**src/rtl/dm_port_arbiter.sv**
```systemverilog
// dm_port_arbiter: shares the single 8-bit x 256 data-memory port between the
// pipeline stage-3 access (core) and the debug/loader port (dbg).
// Core has priority. A starvation counter forces a debug win after
// STARVE_LIMIT denied cycles. A lock mode lets debug freeze the core for bursts.
//   core_*     : core request, same-cycle read data and stall
//   dbg_*      : debug request, grant, registered read data/valid, lock request
//   locked     : registered, high while in LOCK
//   conflict_cnt : saturating count of cycles where both sides request
//   mem_*      : memory port (combinational read data)
module dm_port_arbiter #(
  parameter int unsigned STARVE_LIMIT = 4
) (
  input  logic        clk,
  input  logic        rst_n,
  input  logic        core_req,
  input  logic        core_we,
  input  logic [7:0]  core_addr,
  input  logic [7:0]  core_wdata,
  output logic [7:0]  core_rdata,
  output logic        core_stall,
  input  logic        dbg_req,
  input  logic        dbg_we,
  input  logic [7:0]  dbg_addr,
  input  logic [7:0]  dbg_wdata,
  input  logic        dbg_lock,
  output logic        dbg_gnt,
  output logic        dbg_rvalid,
  output logic [7:0]  dbg_rdata,
  output logic        locked,
  output logic [15:0] conflict_cnt,
  output logic        mem_we,
  output logic [7:0]  mem_addr,
  output logic [7:0]  mem_wdata,
  input  logic [7:0]  mem_rdata
);

  localparam int unsigned CNT_W = 4;
  localparam int unsigned CONF_W = 16;
  localparam logic [CNT_W-1:0] STARVE_MAX = CNT_W'(STARVE_LIMIT);

  typedef enum logic {
    S_ARB  = 1'b0,
    S_LOCK = 1'b1
  } state_t;

  state_t              r_state;
  state_t              w_state_nxt;
  logic [CNT_W-1:0]    r_starve_cnt;
  logic [CNT_W-1:0]    w_starve_nxt;
  logic                w_dbg_win;
  logic                w_core_win;
  logic                w_dbg_gnt;
  logic                w_core_gnt;
  logic                w_dbg_rd;
  logic                r_dbg_rvalid;
  logic [7:0]          r_dbg_rdata;
  logic [CONF_W-1:0]   r_conflict_cnt;

  // State register
  always_ff @(posedge clk or negedge rst_n) begin
    if (!rst_n) begin
      r_state <= S_ARB;
    end else begin
      r_state <= w_state_nxt;
    end
  end

  // Next state, grant decision and starvation counter update
  always_comb begin
    w_state_nxt  = r_state;
    w_dbg_win    = 1'b0;
    w_core_win   = 1'b0;
    w_starve_nxt = '0;
    case (r_state)
      S_ARB: begin
        w_dbg_win  = dbg_req & (~core_req | (r_starve_cnt == STARVE_MAX));
        w_core_win = core_req & ~w_dbg_win;
        if (dbg_req && !w_dbg_win) begin
          w_starve_nxt = (r_starve_cnt == STARVE_MAX) ? r_starve_cnt
                                                      : r_starve_cnt + CNT_W'(1);
        end
        if (w_dbg_win && dbg_lock) begin
          w_state_nxt = S_LOCK;
        end
      end
      S_LOCK: begin
        // Core is frozen; the drop of dbg_lock is seen on this cycle's edge
        w_dbg_win = dbg_req;
        if (!dbg_lock) begin
          w_state_nxt = S_ARB;
        end
      end
    endcase
  end

  // Grants are suppressed while reset is asserted so no access reaches memory
  assign w_dbg_gnt  = w_dbg_win & rst_n;
  assign w_core_gnt = w_core_win & rst_n;
  assign w_dbg_rd   = w_dbg_win & ~dbg_we;

  // Memory port mux: granted side drives, otherwise idle on the core address
  always_comb begin
    mem_we    = 1'b0;
    mem_addr  = core_addr;
    mem_wdata = core_wdata;
    if (w_dbg_gnt) begin
      mem_we    = dbg_we;
      mem_addr  = dbg_addr;
      mem_wdata = dbg_wdata;
    end else if (w_core_gnt) begin
      mem_we    = core_we;
    end
  end

  // Starvation counter, debug read capture and conflict counter
  always_ff @(posedge clk or negedge rst_n) begin
    if (!rst_n) begin
      r_starve_cnt   <= '0;
      r_dbg_rvalid   <= 1'b0;
      r_dbg_rdata    <= '0;
      r_conflict_cnt <= '0;
    end else begin
      r_starve_cnt <= w_starve_nxt;
      r_dbg_rvalid <= w_dbg_rd;
      if (w_dbg_rd) begin
        r_dbg_rdata <= mem_rdata;
      end
      if (core_req && dbg_req && (r_conflict_cnt != '1)) begin
        r_conflict_cnt <= r_conflict_cnt + CONF_W'(1);
      end
    end
  end

  assign core_rdata   = mem_rdata;
  assign core_stall   = core_req & ~w_core_gnt;
  assign dbg_gnt      = w_dbg_gnt;
  assign dbg_rvalid   = r_dbg_rvalid;
  assign dbg_rdata    = r_dbg_rdata;
  assign locked       = (r_state == S_LOCK);
  assign conflict_cnt = r_conflict_cnt;

endmodule
```
**config.mk**
```make
export PLATFORM = sky130hd
export DESIGN_NAME = dm_port_arbiter
export DESIGN_NICKNAME = d
export VERILOG_FILES = /design/src/rtl/dm_port_arbiter.sv
export SDC_FILE = /design/constraint.sdc
export NUM_CORES = 1
export LEC_CHECK = 0
export CAP_MARGIN = 20
export CORE_MARGIN = 8
export CORE_UTILIZATION = 35
export DETAILED_ROUTE_END_ITERATION = 8
export GPL_TIMING_DRIVEN = 0
export PLACE_DENSITY = 0.77
export SLEW_MARGIN = 10
export SYNTH_ARGS = -nofsm -noshare
export SYNTH_HDL_FRONTEND = slang
export SYNTH_SLANG_ARGS = --single-unit
```
**constraint.sdc**
```tcl
create_clock -name clk -period 2.7 [get_ports clk]
set_input_delay 0.81 -clock clk [delete_from_list [all_inputs] [get_ports clk]]
set_output_delay 0.81 -clock clk [all_outputs]
set_load 0.02 [all_outputs]
```
==> out/metrics.cfg, run 1 <==
[power]
vdd_ir_drop_max_uv = 354.8
leakagePower_uw = 0.001412
internal_power_uw = 1072
p_sw_frac = 0.3295
p_switching_uw = 526.9
power_density_mw_per_mm2 = 525.5
p_comb_frac = 0.392
clockPowerShare = 0.232
sequentialPowerShare = 0.376

[layout]
final_util = 0.6485
n_fill_cell = 382
final_cell_area_mm2 = 0.003043
finalNonFillerCells = 325
layout.nets = 320
multiInputGateArea_um2 = 937.1
n_antenna_cell = 0
synthToLayoutAreaGrowth_pct = 80.82
drive_gt1_frac = 0.3247
regArea_um2 = 750.7

[clock_network]
clock-sinks = 30
clk_pin_slew_worst_paths_ns = 0.06
cts_hold_buf = 0
numCtsBuffers = 5
clk_latency_ns = 0.28
clock_path_buffers = 2
cts_max_level = 2
clockRootBuffer = clkbuf_8
tritoncts = done

[worst_setup_path]
regToRegSetupSlack_ns = 0.73
end_kind = output pin
path_cells = inv_1 > ha_2 > and3b_2 > o21a_4 > nand2_8 > buf_8 > mux2_4 > buf_6
cpPeakStageDelay_ns = 0.35
cp.arrival_ns = 2.00
crit_type = reg2out
crit_buf_inv = 3
start_kind = flop
critPathSlowestCell = dfrtp_1
worstPathRequired_ns = 1.89
crit_family = flip-flops
cp_max_fo = 5
reg2reg_depth = 8
cp.depth = 8

[synthesis]
synth_most_common_cell = dfrtp_1
synth_top_cell_area_share = 0.4461
synthCells = 153
yosys-top-cells-area = dfrtp_1 45%, mux2_2 17%, buf_4 4.0%, nor2_1 2.7%, xnor2_1 2.6%
yosys-top-cells-count = 30 x dfrtp_1, 25 x mux2_2, 12 x nor2_1, 9 x buf_4
ys_seq_area_frac = 0.4461
synth_top_cell_by_area = dfrtp_1
synth-main-ff-cell = dfrtp_1
synth_cell_types = 41
synth_fp_nets = 203
yosys_register_bits = 30
synth-edff-count = 0
synth_area_mm2 = 0.001683
asyncSetResetFlopFracSynth = 1.000
yosysWarnings = 0
synth.avg_cell_area_um2 = 11.00

[global_routing]
grt_antenna_before_repair = 0
grt_first_pass_wirelength_um = 8535
grt_pass1_vias = 1587
grt_max_degree = 34
grt_use_total = 0.1502
overflow = 0

[floorplanning]
fp.dieH_um = 85.34
io_pins = 100
fp.coreArea_mm2 = 0.004692
die_w_um = 85.34
die-area_mm2 = 0.007283
start_util = 0.3587
fp-row-count = 25

[route]
via_per_inst = 4.825
vias = 1568
drt_pass1_iterations = 4
wl_um = 5603
first_iter_violations = 89
wl_per_cell_um = 17.24
drcViolationCount = 0
antenna_left = 0

[placement]
numPortBuffers = 99
place_area_mm2 = 0.002736
place_inst = 306
routabilityCongestion = 0.7686
place_hpwl_um = 4119

[timing]
skew_ns = 0.002575
max_freq_mhz = 356.3
tns_ns = -1.079
worst_slack_ns = -0.1064
relSlewSlack = 0.6784
min_period_ns = 2.806
hold_viol = 0
drv_slew = 0
grt_setup_unrepaired = true
tightest_slew_ns = 0.4789
setup_viol = 12
finalCritPeriodShare = 1.039

[worst_hold_path]
hold_path.class = in2async

[flow_run]
cap_violations = 0

[status]
violations = negative setup slack
status = finished, violations left

worst register-to-register path: cells and delay by family (launching register included):
family                     cells  cell delay [ns]
AOI/OAI and AO/OA              1             0.20
adders and majority gates      1             0.15
buffers and inverters          3             0.45
DFF                            1             0.38
muxes                          1             0.36
and+or+nand+nor                2             0.33
flip-flops by register name, summed over array words and instances (netlist names):
| signal | cells |
|---|---|
| locked | 1 |
| r_starve_cnt | 4 |
| dbg_rvalid | 1 |
| conflict_cnt | 16 |
| dbg_rdata | 8 |
layer usage:
metal	vias to the layer above	track usage	share of wire
met5	-	0	0
met4	0	0.05255	0.011
met3	5	0.04344	0.049
met2	43	0.2500	0.51
met1	751	0.1796	0.43
li1	769	-	-
placed cells by master (no fill, tap or decap), types with 4 or more instances in the layout:
| cell type | count |
|---|---|
| a21oi_1 | 4 |
| buf_4 | 19 |
| buf_6 | 18 |
| clkbuf_8 | 6 |
| clkdlybuf4s50_1 | 69 |
| dfrtp_1 | 30 |
| dlygate4sd2_1 | 8 |
| inv_1 | 7 |
| mux2_2 | 9 |
| mux2_4 | 17 |
| nand2_1 | 7 |
| nand4_1 | 6 |
| nor2_1 | 12 |
| xnor2_1 | 5 |
| xor2_1 | 5 |
cell families after synthesis:
group | after synthesis | synth area share
multiplexers | 28 | 0.1881
flip-flops | 30 | 0.4461
XOR/XNOR | 10 | 0.05204
AO/OA/AOI/OAI | 15 | 0.06097
buffers and inverters | 17 | 0.05873
AND/OR/NAND/NOR | 50 | 0.1718
adder cells (fa/ha/maj) | 3 | 0.02231
power groups by stage:
| stage | sequential, µW | combinational (µW) | clock, µW |
|---|---|---|---|
| 2_1_floorplan | 684 | 192 | 0 |
| 3_3_place_gp | 608 | 579 | 0 |
| 3_5_place_dp | 609 | 589 | 0 |
| 4_1_cts | 601 | 610 | 375 |
| 5_1_grt | 613 | 668 | 401 |
| 6_report | 601 | 627 | 371 |
through the flow:
stage          power, µW  hold slack (ns)  worst slack [ns]
3_5_place_dp        1198           0.4830            -1.135
3_3_place_gp        1187           0.4826            -1.968
2_1_floorplan      876.1           0.4529           0.09152
5_1_grt             1682           0.4244           -0.1867
4_1_cts             1587           0.4295          -0.08468
6_report            1599           0.4156           -0.1064
worst paths after layout:
check / from / to
max in group asynchronous: rst_n / r_starve_cnt[3]$_DFFE_PN0P_
max reg2reg: r_starve_cnt[1]$_DFFE_PN0P_ / dbg_rdata[5]$_DFFE_PN0P_
max: r_starve_cnt[0]$_DFFE_PN0P_ / mem_addr[3]
min reg2reg: dbg_rdata[6]$_DFFE_PN0P_ / dbg_rdata[6]$_DFFE_PN0P_
min: rst_n / conflict_cnt[0]$_DFFE_PN0P_
min in group clk: dbg_rdata[6]$_DFFE_PN0P_ / dbg_rdata[6]$_DFFE_PN0P_
layout make-up:
class / count / share of cell area
timing repair buffer: 109 / 0.3581
multi-input combinational: 107 / 0.3080
sequential: 30 / 0.2467
clock buffer: 7 / 0.02837
buffer: 10 / 0.02632
tap: 54 / 0.02220
inverter: 7 / 0.008635
clock inverter: 1 / 0.001645
repair_timing:
action | 4_1_cts | 5_1_grt
resized for setup | 131 | 24
buffers inserted | 3 | 6
gates cloned | 2 | 0
pin swaps | 3 | 2
endpoints found under the setup margin | 27 | 19
Note: power is estimated with default switching activity, not from simulation.
==> run 2: changes to the inputs <==
- TNS_END_PERCENT: unset -> 100
==> results of run 2 <==
No change in the layout: final DEF, timing and power equal those of run 1.
==> run 3: changes to the inputs <==
- PLACE_DENSITY: 0.77 -> unset
- PLACE_DENSITY_LB_ADDON: unset -> 0.2
==> run 3 against run 2 <==
Effect of this change:
- the run still ends with negative setup slack left
- global-route usage is 0.17 points higher
- register-to-register slack better by 0.10 ns
- sequential share of layout area is 0.30 points higher
- critical endpoint is now mem_wdata[2]
- largest cell class unchanged
- largest power group unchanged
==> out/metrics.cfg, run 3 (synthesis results as in run 1) <==
[floorplanning]
die_w_um = 85.34  ; unchanged
fp-row-count = 25  ; unchanged
die-area_mm2 = 0.007283  ; unchanged
io_pins = 100  ; unchanged
fp.dieH_um = 85.34  ; unchanged
start_util = 0.3587  ; unchanged
fp.coreArea_mm2 = 0.004692  ; unchanged

[clock_network]
clk_pin_slew_worst_paths_ns = 0.06  ; about the same
cts_hold_buf = 0  ; unchanged
cts_max_level = 2  ; unchanged
clock_path_buffers = 2  ; unchanged
clock-sinks = 30  ; unchanged
clockRootBuffer = clkbuf_8
numCtsBuffers = 5  ; unchanged
clk_latency_ns = 0.27  ; about the same
tritoncts = done

[placement]
numPortBuffers = 99  ; unchanged
place_hpwl_um = 4188  ; +1.7%
place_inst = 306  ; unchanged
routabilityCongestion = 0.7385  ; -3.9%
pre_cts_ws_ns = -1.141  ; -0.005970 ns

[layout]
largest_reg_flops = 16  ; unchanged
most-common-layout-cells = 69 x clkdlybuf4s50_1, 30 x dfrtp_1, 19 x buf_4, 19 x buf_6, 15 x mux2_4
n_antenna_cell = 0  ; unchanged
synthToLayoutAreaGrowth_pct = 78.66
layout_commonest_cell = clkdlybuf4s50_1
drive_gt1_frac = 0.3234  ; -0.001303
layout.nets = 320  ; unchanged
finalNonFillerCells = 323  ; -0.62%

[worst_setup_path]
reg2reg_from = r_starve_cnt[0]$_DFFE_PN0P_
start_kind = flop
end_kind = output pin
crit_type = reg2out
reg2reg_to = dbg_rdata[2]$_DFFE_PN0P_
worstPathRequired_ns = 1.89  ; about the same
cp_max_fo = 4  ; -1
cp.arrival_ns = 1.98  ; -0.02 ns
regToRegSetupSlack_ns = 0.83  ; +0.10 ns
reg2reg_depth = 8  ; unchanged

[power]
vdd_ir_drop_max_uv = 586.5  ; +65%
leakagePower_uw = 0.001395  ; -1.3%
power_density_mw_per_mm2 = 521.7  ; -0.71%

[route]
wl_um = 5708  ; +1.9%
first_iter_violations = 43  ; -52%
via_per_inst = 4.895  ; +1.5%
wl_per_cell_um = 17.67  ; +2.5%
antenna_left = 0  ; unchanged
vias = 1581  ; +0.83%
drt_pass1_iterations = 5  ; +1
drcViolationCount = 0  ; unchanged

[global_routing]
use_met2 = 0.2607  ; +0.01065
grt_first_pass_wirelength_um = 8728  ; +2.3%
grt_max_degree = 33  ; -2.9%
busiest_layer = met2
use_met3 = 0.05888  ; +0.01544
grt_antenna_before_repair = 0  ; unchanged
grt_pass1_vias = 1572  ; -0.95%
grt_use_total = 0.1519  ; +0.001694
use_met1 = 0.1769  ; -0.002693
overflow = 0  ; unchanged

[timing]
relSlewSlack = 0.6954  ; +0.01705
skew_ns = 0.006022  ; +0.003447 ns
worst_slack_ns = -0.08551  ; +0.02086 ns
drv_slew = 0  ; unchanged
setup_viol = 16  ; +4
grt_setup_unrepaired = true
min_period_ns = 2.786  ; -0.02086 ns
tns_ns = -0.9963  ; +0.08241 ns
tightest_slew_ns = 0.4535  ; -0.02539 ns
hold_viol = 0  ; unchanged
max_freq_mhz = 359.0  ; +0.75%
finalCritPeriodShare = 1.032  ; -0.007724

[flow_run]
cap_violations = 0  ; unchanged

[status]
status = finished, violations left
violations = negative setup slack

[worst_hold_path]
hold_path.class = in2async

==> run 3: changes by cell type in the layout (fill, tap and decap cells not counted), sizes merged <==
cell | before | now
buf | 40 | 42
clkbuf | 8 | 6
clkdlybuf4s15 | 1 | 0
clkinv | 1 | 0
clkdlybuf4s18 | 0 | 1
nand2 | 9 | 8
==> run 3: layout make-up <==
type	count	area (µm²)
flip-flops and latches	30	750.7
inverters	7	26.28
fillers	388	1685
multi-input cells	106	917.1
clock buffers	6	82.58
well taps	54	67.56
plain buffers	9	65.06
repair buffers	111	1097
==> run 3: power breakdown <==
part	switching (µW)	leakage, µW	internal (µW)
clock network	150	0.0000431	196
logic	279	0.000968	341
registers	80.9	0.000383	522
==> run 3: worst max path at each step <==
| stage | cells past startpoint | slack [ns] | startpoint | to |
|---|---|---|---|---|
| after detailed placement | 7 | -1.14 | core_req | mem_addr[2] |
| after CTS | 9 | -0.12 | r_starve_cnt[1]$_DFFE_PN0P_ | mem_addr[2] |
| after global placement | 5 | -1.99 | rst_n | mem_addr[6] |
| after global routing | 8 | -0.15 | r_starve_cnt[0]$_DFFE_PN0P_ | mem_addr[6] |
| final | 8 | -0.09 | r_starve_cnt[0]$_DFFE_PN0P_ | mem_wdata[2] |
| after floorplan | 5 | 0.09 | core_req | mem_addr[0] |
==> run 3: what timing repair did <==
| action | CTS | global route |
|---|---|---|
| setup endpoints to repair | 27 | 19 |
| setup buffers | 10 | 3 |
| pin swaps | 3 | 3 |
| cloned | 1 | 0 |
| resized for setup | 146 | 8 |
==> run 3: through the flow <==
step / total power, µW / instance area [µm²] / hold slack, ns / utilization
finish: 1569 / 3007 / 0.4006 / 0.6408
global route: 1654 / 3007 / 0.4184 / 0.6408
CTS: 1586 / 3035 / 0.4170 / 0.6469
detailed placement: 1192 / 2736 / 0.4846 / 0.5832
global placement: 1187 / 2741 / 0.4792 / 0.5843
floorplan: 876.1 / 1683 / 0.4529 / -
==> run 3: critical path, stage by stage (launching register included) <==
cell and delay [ns]:
dfrtp_1 0.35, inv_1 0.05, ha_2 0.16, and3b_2 0.21, o21a_4 0.23, nand2_4 0.11, buf_4 0.13, mux2_2 0.34
buf_6 0.13
==> run 3: metal layers <==
layer	part of all wire	vias to the layer above	routed length [µm]
met1	0.44	761	2485
met3	0.073	2	415
met4	0.0018	0	10
met2	0.49	50	2796
li1	-	768	-
met5	0	-	0
